===== src/rtl/lsf_hit_sequencer_if.sv =====
// Handshake bundle between the HEG-side feeder and the LSF hit sequencer.
// Signal names follow the sequencer's port list; master is the HEG/bench side.
interface lsf_hit_sequencer_if #(
   parameter int HEG2SFSLC_LEN = 48,
   parameter int HEG2SFHIT_LEN = 40
);
   logic [HEG2SFSLC_LEN-1:0] i_slc;
   logic                     i_slc_vld;
   logic [HEG2SFHIT_LEN-1:0] i_hit;
   logic                     i_hit_vld;
   logic                     i_hit_last;
   logic                     i_ds_af;
   logic                     o_ready;
   logic [HEG2SFSLC_LEN-1:0] o_roi;
   logic                     o_roi_we;
   logic [HEG2SFHIT_LEN-1:0] o_mdt_hit;
   logic                     o_mdt_hit_we;
   logic                     o_eof;
   logic [9:0]               o_hist_acc_cnt;
   logic [15:0]              o_drop_cnt;

   modport master (
      output i_slc, i_slc_vld, i_hit, i_hit_vld, i_hit_last, i_ds_af,
      input  o_ready, o_roi, o_roi_we, o_mdt_hit, o_mdt_hit_we, o_eof,
             o_hist_acc_cnt, o_drop_cnt
   );

   modport slave (
      input  i_slc, i_slc_vld, i_hit, i_hit_vld, i_hit_last, i_ds_af,
      output o_ready, o_roi, o_roi_we, o_mdt_hit, o_mdt_hit_we, o_eof,
             o_hist_acc_cnt, o_drop_cnt
   );
endinterface


===== src/rtl/lsf_hit_sequencer.sv =====
// Replays one ROI and its HEG hit list to the LSF stage, closing each window with eof.
// Enforces per-ROI hit limit, collect timeout, and a minimum idle gap between ROIs.
module lsf_hit_sequencer #(
   parameter int MAX_HITS      = 32,
   parameter int TIMEOUT       = 512,
   parameter int MIN_GAP       = 4,
   parameter int HEG2SFSLC_LEN = 48,
   parameter int HEG2SFHIT_LEN = 40
) (
   input logic                 clock,
   input logic                 reset,
   lsf_hit_sequencer_if.slave  bus
);
   localparam logic [9:0]  MAX_HITS_C   = 10'(MAX_HITS);
   localparam logic [15:0] TIMER_LAST_C = 16'(TIMEOUT - 1);
   localparam logic [3:0]  MIN_GAP_C    = 4'(MIN_GAP);

   typedef enum logic [1:0] {ST_IDLE, ST_COLLECT, ST_FLUSH, ST_GAP} state_t;

   state_t                   state_r;
   state_t                   state_nxt_s;
   logic [9:0]               hit_cnt_r;
   logic [15:0]              timer_r;
   logic [3:0]               gap_cnt_r;
   logic                     hit_accept_s;
   logic                     drop_evt_s;
   logic                     slc_take_s;
   logic                     ready_r;
   logic [HEG2SFSLC_LEN-1:0] roi_r;
   logic                     roi_we_r;
   logic [HEG2SFHIT_LEN-1:0] mdt_hit_r;
   logic                     mdt_hit_we_r;
   logic                     eof_r;
   logic [9:0]               hist_acc_cnt_r;
   logic [15:0]              drop_cnt_r;

   // State register
   always_ff @(posedge clock or posedge reset) begin
      if (reset) begin
         state_r <= ST_IDLE;
      end else begin
         state_r <= state_nxt_s;
      end
   end

   // Next state, hit acceptance and drop detection; at most one drop counted per cycle
   always_comb begin
      state_nxt_s  = state_r;
      hit_accept_s = 1'b0;
      drop_evt_s   = 1'b0;
      slc_take_s   = 1'b0;
      case (state_r)
         ST_IDLE: begin
            slc_take_s = bus.i_slc_vld;
            drop_evt_s = bus.i_hit_vld;
            if (bus.i_slc_vld) begin
               state_nxt_s = ST_COLLECT;
            end else begin
               state_nxt_s = ST_IDLE;
            end
         end
         ST_COLLECT: begin
            if (bus.i_hit_vld && (hit_cnt_r < MAX_HITS_C) && !bus.i_ds_af) begin
               hit_accept_s = 1'b1;
            end else begin
               hit_accept_s = 1'b0;
            end
            drop_evt_s = (bus.i_hit_vld && !hit_accept_s) || bus.i_slc_vld;
            if (bus.i_hit_last) begin
               state_nxt_s = ST_FLUSH;
            end else if (!hit_accept_s && (timer_r == TIMER_LAST_C)) begin
               state_nxt_s = ST_FLUSH;
            end else begin
               state_nxt_s = ST_COLLECT;
            end
         end
         ST_FLUSH: begin
            drop_evt_s = bus.i_hit_vld || bus.i_slc_vld;
            if (MIN_GAP == 0) begin
               state_nxt_s = ST_IDLE;
            end else begin
               state_nxt_s = ST_GAP;
            end
         end
         ST_GAP: begin
            drop_evt_s = bus.i_hit_vld || bus.i_slc_vld;
            if (gap_cnt_r == MIN_GAP_C) begin
               state_nxt_s = ST_IDLE;
            end else begin
               state_nxt_s = ST_GAP;
            end
         end
         default: begin
            state_nxt_s = ST_IDLE;
         end
      endcase
   end

   // Window bookkeeping: hit count, inactivity timer, post-eof gap counter
   always_ff @(posedge clock or posedge reset) begin
      if (reset) begin
         hit_cnt_r <= 10'd0;
         timer_r   <= 16'd0;
         gap_cnt_r <= 4'd0;
      end else begin
         if (slc_take_s) begin
            hit_cnt_r <= 10'd0;
            timer_r   <= 16'd0;
         end else if (state_r == ST_COLLECT) begin
            if (hit_accept_s) begin
               hit_cnt_r <= hit_cnt_r + 10'd1;
               timer_r   <= 16'd0;
            end else begin
               timer_r   <= timer_r + 16'd1;
            end
         end else begin
            timer_r <= timer_r;
         end
         if (state_r == ST_GAP) begin
            gap_cnt_r <= gap_cnt_r + 4'd1;
         end else begin
            gap_cnt_r <= 4'd0;
         end
      end
   end

   // Registered datapath and strobes toward LSF
   always_ff @(posedge clock or posedge reset) begin
      if (reset) begin
         roi_r          <= '0;
         roi_we_r       <= 1'b0;
         mdt_hit_r      <= '0;
         mdt_hit_we_r   <= 1'b0;
         eof_r          <= 1'b0;
         hist_acc_cnt_r <= 10'd0;
         ready_r        <= 1'b0;
      end else begin
         roi_we_r     <= slc_take_s;
         mdt_hit_we_r <= hit_accept_s;
         eof_r        <= (state_r == ST_FLUSH);
         ready_r      <= (state_nxt_s == ST_IDLE);
         if (slc_take_s) begin
            roi_r <= bus.i_slc;
         end else begin
            roi_r <= roi_r;
         end
         if (hit_accept_s) begin
            mdt_hit_r <= bus.i_hit;
         end else begin
            mdt_hit_r <= mdt_hit_r;
         end
         if (state_r == ST_FLUSH) begin
            hist_acc_cnt_r <= hit_cnt_r;
         end else begin
            hist_acc_cnt_r <= hist_acc_cnt_r;
         end
      end
   end

   // Saturating drop counter
   always_ff @(posedge clock or posedge reset) begin
      if (reset) begin
         drop_cnt_r <= 16'd0;
      end else if (drop_evt_s && (drop_cnt_r != 16'hFFFF)) begin
         drop_cnt_r <= drop_cnt_r + 16'd1;
      end else begin
         drop_cnt_r <= drop_cnt_r;
      end
   end

   assign bus.o_ready        = ready_r;
   assign bus.o_roi          = roi_r;
   assign bus.o_roi_we       = roi_we_r;
   assign bus.o_mdt_hit      = mdt_hit_r;
   assign bus.o_mdt_hit_we   = mdt_hit_we_r;
   assign bus.o_eof          = eof_r;
   assign bus.o_hist_acc_cnt = hist_acc_cnt_r;
   assign bus.o_drop_cnt     = drop_cnt_r;
endmodule

===== src/flat_wrapper.sv =====
// flat-port wrapper written by rule: the top's interface ports become plain ports
module lsf_hit_sequencer_flat 
#(
   parameter int MAX_HITS      = 32,
   parameter int TIMEOUT       = 512,
   parameter int MIN_GAP       = 4,
   parameter int HEG2SFSLC_LEN = 48,
   parameter int HEG2SFHIT_LEN = 40
)
  (clock, reset, bus_i_slc, bus_i_slc_vld, bus_i_hit, bus_i_hit_vld, bus_i_hit_last, bus_i_ds_af, bus_o_ready, bus_o_roi, bus_o_roi_we, bus_o_mdt_hit, bus_o_mdt_hit_we, bus_o_eof, bus_o_hist_acc_cnt, bus_o_drop_cnt);
  lsf_hit_sequencer_if #(.HEG2SFSLC_LEN(HEG2SFSLC_LEN), .HEG2SFHIT_LEN(HEG2SFHIT_LEN)) bus_i ();
  input logic clock;
  input logic reset;
  input wire logic [$bits(bus_i.i_slc)-1:0] bus_i_slc;
  input wire logic [$bits(bus_i.i_slc_vld)-1:0] bus_i_slc_vld;
  input wire logic [$bits(bus_i.i_hit)-1:0] bus_i_hit;
  input wire logic [$bits(bus_i.i_hit_vld)-1:0] bus_i_hit_vld;
  input wire logic [$bits(bus_i.i_hit_last)-1:0] bus_i_hit_last;
  input wire logic [$bits(bus_i.i_ds_af)-1:0] bus_i_ds_af;
  output wire logic [$bits(bus_i.o_ready)-1:0] bus_o_ready;
  output wire logic [$bits(bus_i.o_roi)-1:0] bus_o_roi;
  output wire logic [$bits(bus_i.o_roi_we)-1:0] bus_o_roi_we;
  output wire logic [$bits(bus_i.o_mdt_hit)-1:0] bus_o_mdt_hit;
  output wire logic [$bits(bus_i.o_mdt_hit_we)-1:0] bus_o_mdt_hit_we;
  output wire logic [$bits(bus_i.o_eof)-1:0] bus_o_eof;
  output wire logic [$bits(bus_i.o_hist_acc_cnt)-1:0] bus_o_hist_acc_cnt;
  output wire logic [$bits(bus_i.o_drop_cnt)-1:0] bus_o_drop_cnt;
  assign bus_i.i_slc = bus_i_slc;
  assign bus_i.i_slc_vld = bus_i_slc_vld;
  assign bus_i.i_hit = bus_i_hit;
  assign bus_i.i_hit_vld = bus_i_hit_vld;
  assign bus_i.i_hit_last = bus_i_hit_last;
  assign bus_i.i_ds_af = bus_i_ds_af;
  assign bus_o_ready = bus_i.o_ready;
  assign bus_o_roi = bus_i.o_roi;
  assign bus_o_roi_we = bus_i.o_roi_we;
  assign bus_o_mdt_hit = bus_i.o_mdt_hit;
  assign bus_o_mdt_hit_we = bus_i.o_mdt_hit_we;
  assign bus_o_eof = bus_i.o_eof;
  assign bus_o_hist_acc_cnt = bus_i.o_hist_acc_cnt;
  assign bus_o_drop_cnt = bus_i.o_drop_cnt;
  lsf_hit_sequencer #(.MAX_HITS(MAX_HITS), .TIMEOUT(TIMEOUT), .MIN_GAP(MIN_GAP), .HEG2SFSLC_LEN(HEG2SFSLC_LEN), .HEG2SFHIT_LEN(HEG2SFHIT_LEN)) u_core (.clock(clock), .reset(reset), .bus(bus_i));
endmodule

===== config.mk =====
export PLATFORM = sky130hd
export DESIGN_NAME = lsf_hit_sequencer_flat
export DESIGN_NICKNAME = d
export VERILOG_FILES = /design/src/rtl/lsf_hit_sequencer_if.sv /design/src/rtl/lsf_hit_sequencer.sv /design/src/flat_wrapper.sv
export SDC_FILE = /design/constraint.sdc
export NUM_CORES = 1
export LEC_CHECK = 0
export CORE_MARGIN = 2
export CORE_UTILIZATION = 49
export CTS_CLUSTER_SIZE = 40
export DETAILED_ROUTE_END_ITERATION = 7
export GPL_TIMING_DRIVEN = 0
export PLACE_DENSITY = 0.95
export SKIP_LAST_GASP = 1
export SYNTH_ARGS = -nofsm -noshare
export SYNTH_HDL_FRONTEND = slang
export SYNTH_SLANG_ARGS = --single-unit

===== constraint.sdc =====
create_clock -name clock -period 9.6 [get_ports clock]
set_input_delay 1.44 -clock clock [delete_from_list [all_inputs] [get_ports clock]]
set_output_delay 1.44 -clock clock [all_outputs]
set_load 0.05 [all_outputs]

==> results of run 1 <==
## synthesized netlist by cell type (all sizes together), types with 5 or more instances
cell type	number
a21oi	6
dfrtp	150
nand2	141
nand4	17
nor3	7
mux2	60
ha	5
nand3	11
a31oi	6
buf	15
inv	7
o21ai	22
xor2	9
nor2	20
clkbuf	8
xnor2	13
and2	6
## state kept, by name (all words and copies together), names as in the netlist
| signal | flops |
|---|---|
| u_core.bus.o_mdt_hit | 40 |
| u_core.bus.o_roi_we | 1 |
| u_core.hit_cnt_r | 10 |
| u_core.state_r | 2 |
| u_core.bus.o_eof | 1 |
| u_core.bus.o_roi | 48 |
| u_core.bus.o_ready | 1 |
| u_core.bus.o_mdt_hit_we | 1 |
| u_core.timer_r | 16 |
| u_core.bus.o_hist_acc_cnt | 10 |
| u_core.gap_cnt_r | 4 |
| u_core.bus.o_drop_cnt | 16 |
## per-layer routing
metal  global-route usage [%]  part of all wire (%)  up-vias
met5                        0                     0        -
li1                         -                     -     2262
met4                     12.7                   3.9        0
met3                     8.84                   8.4       55
met2                     43.0                    51      252
met1                     26.8                    36     2384
## critical path, stage by stage
cell and delay [ps]:
clkdlybuf4s50_1 490, or4b_4 500, nor4_1 600, or4_1 220
buf_2 150, nor3_1 70, xor2_1 150
## cell type report
cell class	count	area share, %
plain buffers	23	1.28
clock buffers	19	4.78
clock inverters	12	1.99
inverters	8	0.442
multi-input cells	353	24.1
flip-flops and latches	150	41.4
well taps	168	2.32
repair buffers	212	23.6
## kinds of logic (layout without fill, tap and decap cells)
logic type / count (synthesis) / after routing / share of synthesized area [%]
multiplexers: 60 / 60 / 11.1
AND/OR/NAND/NOR: 223 / 223 / 16.5
XOR/XNOR: 22 / 22 / 3.16
buffers and inverters: 31 / 274 / 2.49
AO/OA/AOI/OAI: 43 / 43 / 4.13
adder cells (fa/ha/maj): 5 / 5 / 1.03
flip-flops: 150 / 150 / 61.6
## cells in the final DEF, fill, tap and decap left out, types with 2 or more instances in the layout
master / netlist / routed
a21oi_1: 6 / 6
a22o_1: 3 / 3
a31oi_1: 6 / 6
and2_1: 5 / 5
and3_1: 3 / 3
buf_2: 12 / 12
buf_6: 2 / 2
bufinv_16: 0 / 4
clkbuf_1: 8 / 10
clkbuf_16: 0 / 17
clkdlybuf4s50_1: 0 / 211
clkinv_4: 1 / 3
clkinvlp_4: 0 / 5
dfrtp_1: 150 / 150
ha_1: 5 / 5
inv_1: 7 / 6
mux2_2: 60 / 60
nand2_1: 141 / 141
nand3_1: 11 / 11
nand4_1: 16 / 16
nor2_1: 19 / 19
nor2b_1: 3 / 3
nor3_1: 7 / 7
nor4_1: 4 / 4
o21ai_0: 22 / 22
o22ai_1: 2 / 2
or2_2: 4 / 4
or3_1: 2 / 2
xnor2_1: 13 / 13
xor2_1: 9 / 9
## power by group
| group | internal (mW) | switching [mW] |
|---|---|---|
| sequential | 0.863 | 0.155 |
| clock | 0.433 | 0.260 |
| combinational | 0.569 | 1.06 |
## per-stage QoR
step | hold WS (ps) | std cells | total power [mW] | utilization, %
3_5_place_dp | 462 | 914 | 2.65 | 70.0
6_report | 473 | 945 | 3.34 | 75.1
5_1_grt | 499 | 945 | 3.47 | 75.1
2_1_floorplan | 451 | 534 | 2.06 | -
3_3_place_gp | 458 | 913 | 2.59 | 69.8
4_1_cts | 476 | 945 | 3.35 | 75.1
## worst max-delay path by stage
stage,start,end,slack [ps],cells past startpoint
2_1_floorplan,reset,u_core.bus.o_drop_cnt[0],4120,1
3_3_place_gp,reset,u_core.timer_r[11],2490,2
3_5_place_dp,bus_i_hit_vld,u_core.bus.o_drop_cnt[14],5870,7
4_1_cts,bus_i_hit_vld,u_core.bus.o_drop_cnt[14],6270,7
5_1_grt,bus_i_hit_vld,u_core.bus.o_drop_cnt[15],6210,6
6_report,bus_i_hit_vld,u_core.bus.o_drop_cnt[14],6260,7
==> results.json, run 1 <==
{
  "start_util_pct": 50.5,
  "synth.distinct_cells": 39,
  "gp_congestion": 0.830,
  "clock_sinks": 150,
  "grt_pass1_wl_um": 25400,
  "dpl_cell_area_mm2": 0.00845,
  "antenna_found_initial": 0,
  "hold_path_class": "reg2reg",
  "multiInputGateArea_mm2": 0.00219,
  "grt_max_degree": 91,
  "finClkSkew_ps": 6.92,
  "synthFlopType": "dfrtp_1",
  "async_flop_share_pct": 100,
  "syn_to_final_growth_pct": 48.7,
  "critPathRequiredTime_ps": 9890,
  "n_fill_cell": 751,
  "fin_area_mm2": 0.00906,
  "wire_per_inst_um": 16.8,
  "syn_area_per_cell_um2": 11.4,
  "numPortBuffers": 211,
  "drc": 0,
  "ctsResizeCount": 0,
  "insertion_delay_ps": 420,
  "post_cts_buffers": 0,
  "maxCapViolations": 0,
  "vias": 4953,
  "cts_tree": "done",
  "r2r-end": "u_core.hit_cnt_r[0]",
  "drtAntennaViolNets": 0,
  "numCtsBuffers": 17,
  "worstMarginPinSlew_ps": 977,
  "worstReg2RegStart": "u_core.state_r[1]",
  "setup_ws_ps": 6260,
  "synthDominantCellAreaShare_pct": 61.6,
  "critPathArrivalTime_ps": 3620,
  "core-area_mm2": 0.0121,
  "startpoint_type": "input port",
  "fin_crit_sh_pct": 34.8,
  "die_area_mm2": 0.0133,
  "drt-total-wl_um": 15900,
  "grt_pass1_vias": 5285,
  "hold_end": "u_core.bus.o_mdt_hit[33]",
  "die_x_um": 115,
  "worstHoldStart": "u_core.bus.o_mdt_hit[33]",
  "ios": 212,
  "ys_seq_elements": 150,
  "cts_htree_levels": 4,
  "critPathMaxFanout": 5,
  "yosysSeqAreaShare_pct": 61.6,
  "worstHoldPathCells": 2,
  "finalNetCount": 864,
  "cts.path.max_buffers": 2,
  "ir_worst_vdd_v": 0.000247,
  "die_h_um": 115,
  "status": "finished clean",
  "clk_pin_slew_ps": 60,
  "setup_viol": 0,
  "reg2regPathDepth": 6,
  "cts_root_buf": "clkbuf_16",
  "ff_latch_area_mm2": 0.00375,
  "hpwl_um": 11400,
  "first_pass_iters": 4,
  "rsz0062_at_grt": "no",
  "final-hold-violation-count": 0,
  "syn_inst": 534,
  "synth_top_area_cell": "dfrtp_1",
  "drive_above_1_share_pct": 14.8,
  "tns_ps": 0,
  "synthesis.area_mm2": 0.00609,
  "drt_iter0_drc": 255,
  "grt_usage_pct": 24.8,
  "synth_edf_count": 0,
  "detail_route.vias_per_cell": 5.24,
  "worstSetupEndpointType": "flop",
  "placementRows": 40,
  "fmax_ghz": 0.300,
  "synth_area_leaders": "dfrtp_1 62%, mux2_2 11%, nand2_1 8.7%",
  "ctsHoldBuffers": 0,
  "power_density_mw_per_mm2": 369,
  "dp_slack_ps": 5870,
  "synth_nets": 633,
  "period_minus_slack_ps": 3340,
  "final_max_slew_viol_count": 0,
  "grt_remaining_overflow": 0,
  "criticalPathCategory": "in2reg",
  "r2r_slack_ps": 7270,
  "n_antenna_cell": 0,
  "leakagePower_nw": 4.04,
  "yosysWarningCount": 0,
  "max_slew_margin_pct": 34.3
}
Note: power is estimated with default switching activity, not from simulation.
==> run 2: changes to the inputs <==
CORE_UTILIZATION = 41   (was 49)
PLACE_DENSITY = 0.88   (was 0.95)
clock period = 3 ns   (was 9.6 ns; I/O delays follow)
==> run 2 against run 1 <==
Compared with the run above: sequential power grew to 3.2 times the previous value; utilization shrank 12 points; sequential share of layout area is 0.33 points lower; clock power grew to 3.3 times the previous value; global-route usage shrank 4.8 points; first-iteration DRC count down 13%; worst setup slack got worse by 5500 ps; largest power group unchanged; cell area rose by 0.81%; clock skew is 3.2 ps higher; final cell count grew 2.0%; non-clock buffer count increased by 2; critical path depth unchanged.
==> results.json, run 2 (same netlist as run 1, synthesis figures left out) <==
{
  "die_h_um": 126,
  "worstSetupEndpointType": "flop",
  "final_max_slew_viol_count": 0,
  "max_slew_margin_pct": 34.8,
  "setup_viol": 0,
  "critPathMaxFanout": 5,
  "insertion_delay_ps": 420,
  "dp_cells": 932,
  "finClkSkew_ps": 10.1,
  "first_pass_iters": 4,
  "ir_worst_vdd_v": 0.000877,
  "criticalPathCategory": "in2reg",
  "final_cell_mix": "211 x clkdlybuf4s50_1, 150 x dfrtp_1, 141 x nand2_1",
  "grt_max_degree": 44,
  "worstHoldStart": "u_core.bus.o_mdt_hit[15]",
  "cp_slowest_cell": "nor4_1",
  "grt_pass1_vias": 4932,
  "vias": 4729,
  "drive_above_1_share_pct": 15.0,
  "max_stage_delay_ps": 610,
  "antenna_found_initial": 0,
  "grt_usage_pct": 20.1,
  "grt_pass1_wl_um": 25100,
  "detail_route.vias_per_cell": 4.91,
  "clk_pin_slew_ps": 60,
  "ctsHoldBuffers": 0,
  "cts_root_buf": "clkbuf_16",
  "clock_sinks": 150,
  "drtAntennaViolNets": 0,
  "final-hold-violation-count": 0,
  "startpoint": "bus_i_hit_vld",
  "wire_per_inst_um": 15.7,
  "numPortBuffers": 211,
  "drc": 0,
  "fin_cells": 964,
  "critPathArrivalTime_ps": 2580,
  "ctsResizeCount": 0,
  "cts_htree_levels": 4,
  "core-area_mm2": 0.0145,
  "numCtsBuffers": 17,
  "final_common_cell": "clkdlybuf4s50_1",
  "largest_reg_flops": 48,
  "cts.path.max_buffers": 2,
  "die_x_um": 126,
  "startpoint_type": "input port",
  "rsz0062_at_grt": "no",
  "syn_to_final_growth_pct": 49.9,
  "postLayoutCoreUtil_pct": 62.8,
  "fmax_ghz": 0.438,
  "placementRows": 44,
  "post_cts_buffers": 0,
  "critPathRequiredTime_ps": 3290,
  "maxCapViolations": 0,
  "worstReg2RegStart": "u_core.state_r[1]",
  "leakagePower_nw": 4.09,
  "status": "finished clean",
  "power_mw": 10.7,
  "fin_crit_sh_pct": 76.2,
  "ios": 212,
  "drt_iter0_drc": 222,
  "grt_remaining_overflow": 0,
  "finalNetCount": 866,
  "die_area_mm2": 0.0158,
  "drt-total-wl_um": 15100,
  "worstPathCellList": "clkdlybuf4s50_1 -> or4b_4 -> nor4_1 -> or4_1 -> buf_2 -> nor3_1 -> xor2_1",
  "n_antenna_cell": 0,
  "hold_path_class": "reg2reg",
  "cts_tree": "done",
  "start_util_pct": 41.9,
  "worstMarginPinSlew_ps": 969,
  "hpwl_um": 10800,
  "power_density_mw_per_mm2": 1170,
  "period_minus_slack_ps": 2290,
  "gp_congestion": 0.817
}
[run 2: metrics by stage]
stage / area [um2] / TNS (ps) / setup slack [ps] / hold WS, ps
final: 9130 / 0 / 715 / 472
after detailed placement: 8500 / 0 / 304 / 461
after global routing: 9130 / 0 / 478 / 493
after CTS: 9130 / 0 / 719 / 476
after global placement: 8440 / -91690 / -620 / 457
after floorplan: 6090 / 0 / 661 / 451
[run 2: final cells by class]
cell class	instances	area [um2]
Timing Repair Buffer	214	2170
Fill cell	1163	5400
Inverter	8	38.8
Buffer	23	116
Tap cell	184	230
Clock inverter	8	144
Sequential cell	150	3750
Multi-Input combinational cell	353	2190
Clock buffer	24	492
[run 2: where the power goes]
part,switching [mW],leakage [nW],internal [mW]
logic,3.34,1.88,1.83
clock network,0.801,0.314,1.48
registers,0.472,1.90,2.76
[run 2: worst max-delay path: cells and delay by family]
family | cells | cell delay (ps)
xor gates and xnor gates | 1 | 130
and+or+nand+nor | 4 | 1380
buffers and inverters | 2 | 620
[run 2: final timing paths]
kind                                        endpoint  slack (ps)  cells past startpoint
max                        u_core.bus.o_drop_cnt[14]         710                      7
max in group asynchronous        u_core.hit_cnt_r[4]        1810                      3
max reg2reg                        u_core.timer_r[3]         740                      8
min                         u_core.bus.o_mdt_hit[15]         470                      2
min reg2reg                 u_core.bus.o_mdt_hit[15]         470                      2
min in group asynchronous       u_core.bus.o_roi[28]         530                      2
[run 2: layer usage]
metal	part of all wire (%)	track usage [%]	vias up
li1	-	-	2263
met1	41	24.3	2277
met2	49	32.7	171
met3	8.3	7.52	18
met4	1.9	7.69	0
met5	0	0	-
==> run 3: changes to the inputs <==
clock period = 2.1 ns   (was 3 ns; I/O delays follow)
==> run 3 against run 2 <==
Compared with the run above: non-clock buffer count is 1 lower; hold slack worse by 54 ps; highest routed layer unchanged; worst setup slack worse by 690 ps; critical path depth is 1 lower; routed wire length is 2.5% lower; sequential share of layout area is 0.12 points lower; clock-buffer cell count is 5 lower; die area stayed put; critical path type is now reg2reg; final cell count is 0.21% lower; sequential cell count stayed put; combinational power is 43% higher.
==> results.json, run 3 (same netlist as run 1, synthesis figures left out) <==
{
  "clk_pin_slew_ps": 60,
  "grt_pass1_wl_um": 24100,
  "gp_congestion": 0.785,
  "worstPathCellList": "or4b_4 -> or2_2 -> and2_4 -> buf_6 -> buf_6 -> mux2_2",
  "leakagePower_nw": 4.09,
  "drtAntennaViolNets": 0,
  "setup_viol": 0,
  "rsz0062_at_grt": "yes",
  "finClkSkew_ps": 9.25,
  "drt_iter0_drc": 249,
  "insertion_delay_ps": 420,
  "grt_usage_pct": 19.0,
  "drc": 0,
  "critPathMaxFanout": 10,
  "fin_area_mm2": 0.00916,
  "die_x_um": 126,
  "crit_top_cell": "buf_6",
  "reg2regPathDepth": 6,
  "clock_sinks": 150,
  "grt_pass1_vias": 4880,
  "max_stage_delay_ps": 550,
  "numPortBuffers": 211,
  "worstMarginPinSlew_ps": 831,
  "dpl_cell_area_mm2": 0.00850,
  "start_util_pct": 41.9,
  "fin_crit_sh_pct": 98.8,
  "criticalPathCategory": "reg2reg",
  "first_pass_iters": 4,
  "hold_path_class": "in2async",
  "detail_route.vias_per_cell": 5.06,
  "final_common_cell": "clkdlybuf4s50_1",
  "vias": 4864,
  "cts_htree_levels": 4,
  "antenna_found_initial": 0,
  "finalNetCount": 865,
  "critPathRequiredTime_ps": 2400,
  "cts_tree": "done",
  "max_slew_margin_pct": 44.5,
  "power_mw": 15.2,
  "multiInputGateArea_mm2": 0.00221,
  "worstSetupEndpointType": "flop",
  "maxCapViolations": 0,
  "cp_slowest_cell": "or4b_4",
  "numCtsBuffers": 17,
  "ir_worst_vdd_v": 0.000969,
  "grt_remaining_overflow": 0,
  "critPathArrivalTime_ps": 2370,
  "hpwl_um": 10600,
  "period_minus_slack_ps": 2070,
  "worstReg2RegStart": "u_core.hit_cnt_r[9]",
  "drt-total-wl_um": 14700,
  "final-hold-violation-count": 0,
  "grt_max_degree": 41,
  "r2r_slack_ps": 30,
  "die_area_mm2": 0.0158,
  "ff_latch_area_mm2": 0.00375,
  "power_density_mw_per_mm2": 1660,
  "final_max_slew_viol_count": 0,
  "whs_ps": 419,
  "fin_cells": 962,
  "largest_reg_flops": 48,
  "cts_root_buf": "clkbuf_16",
  "cts.path.max_buffers": 2,
  "ios": 212,
  "dp_cells": 932,
  "placementRows": 44,
  "fmax_ghz": 0.482,
  "ctsHoldBuffers": 0,
  "core-area_mm2": 0.0145,
  "status": "finished clean",
  "startpoint_type": "flop",
  "drive_above_1_share_pct": 16.2,
  "syn_to_final_growth_pct": 50.4,
  "n_antenna_cell": 0,
  "n_fill_cell": 1157,
  "die_h_um": 126,
  "wire_per_inst_um": 15.3,
  "r2r-end": "u_core.timer_r[0]",
  "final_cell_mix": "211 x clkdlybuf4s50_1, 150 x dfrtp_1, 141 x nand2_1"
}
run 3: changes by cell type in the layout (fill, tap and decap cells not counted), moves of 2 or more:
cell | before | now
buf_2 | 12 | 6
buf_4 | 0 | 5
clkbuf_1 | 11 | 3
clkbuf_2 | 0 | 5
clkbuf_8 | 4 | 1
clkinvlp_4 | 1 | 4
nor4_1 | 4 | 2
nor4_2 | 0 | 2
run 3: layer usage:
layer,wire length [um],vias up,track usage [%]
met5,0,-,0
met4,327,0,7.30
met3,1250,29,6.63
met2,7240,210,31.2
met1,5930,2355,23.0
li1,-,2270,-
run 3: critical path: cells and delay by family, from the launching register on:
family / cells / cell delay (ps)
buf+inv: 2 / 270
mux: 1 / 260
flops: 1 / 390
simple gates: 3 / 1050
run 3: repair_timing:
| item | in CTS | in global routing |
|---|---|---|
| setup buffers | 0 | 1 |
| pin swaps | 0 | 1 |
| endpoints found under the hold margin | 0 | 0 |
| resized for setup | 7 | 13 |
| setup endpoints to repair | 98 | 48 |
run 3: cell type report:
type / count / share of cell area (%)
Sequential cell: 150 / 41.0
Multi-Input combinational cell: 353 / 24.1
Timing Repair Buffer: 215 / 23.8
Clock buffer: 19 / 4.84
Tap cell: 184 / 2.51
Clock inverter: 12 / 1.95
Buffer: 21 / 1.38
Inverter: 8 / 0.451
run 3: how the worst max path moves through the flow:
stage                                          end  slack (ps)                start  depth (start not counted)
after floorplan           u_core.bus.o_drop_cnt[0]        -100                reset                          1
after global placement    u_core.bus.o_mdt_hit[37]       -1410                reset                          2
after detailed placement       u_core.hit_cnt_r[1]        -590        bus_i_slc_vld                          6
after CTS                 u_core.bus.o_mdt_hit[13]          -5  u_core.hit_cnt_r[8]                          7
after global routing            u_core.timer_r[10]         -60  u_core.hit_cnt_r[9]                          6
final                            u_core.timer_r[0]          30  u_core.hit_cnt_r[9]                          6
run 3: report_power, final:
| group | switching [mW] | internal [mW] | total (mW) |
|---|---|---|---|
| Sequential | 0.670 | 3.94 | 4.61 |
| Combinational | 4.76 | 2.62 | 7.39 |
| Clock | 1.18 | 2.01 | 3.19 |
| Total | 6.62 | 8.58 | 15.2 |
run 3: per-stage QoR:
| step | TNS (ps) | utilization (%) | setup WS (ps) |
|---|---|---|---|
| 3_3_place_gp | -249550 | 58.1 | -1410 |
| 6_report | 0 | 63.0 | 25.3 |
| 3_5_place_dp | -42670 | 58.5 | -587 |
| 4_1_cts | -11.9 | 62.9 | -5.05 |
| 2_1_floorplan | -15600 | - | -104 |
| 5_1_grt | -324 | 63.0 | -63.2 |
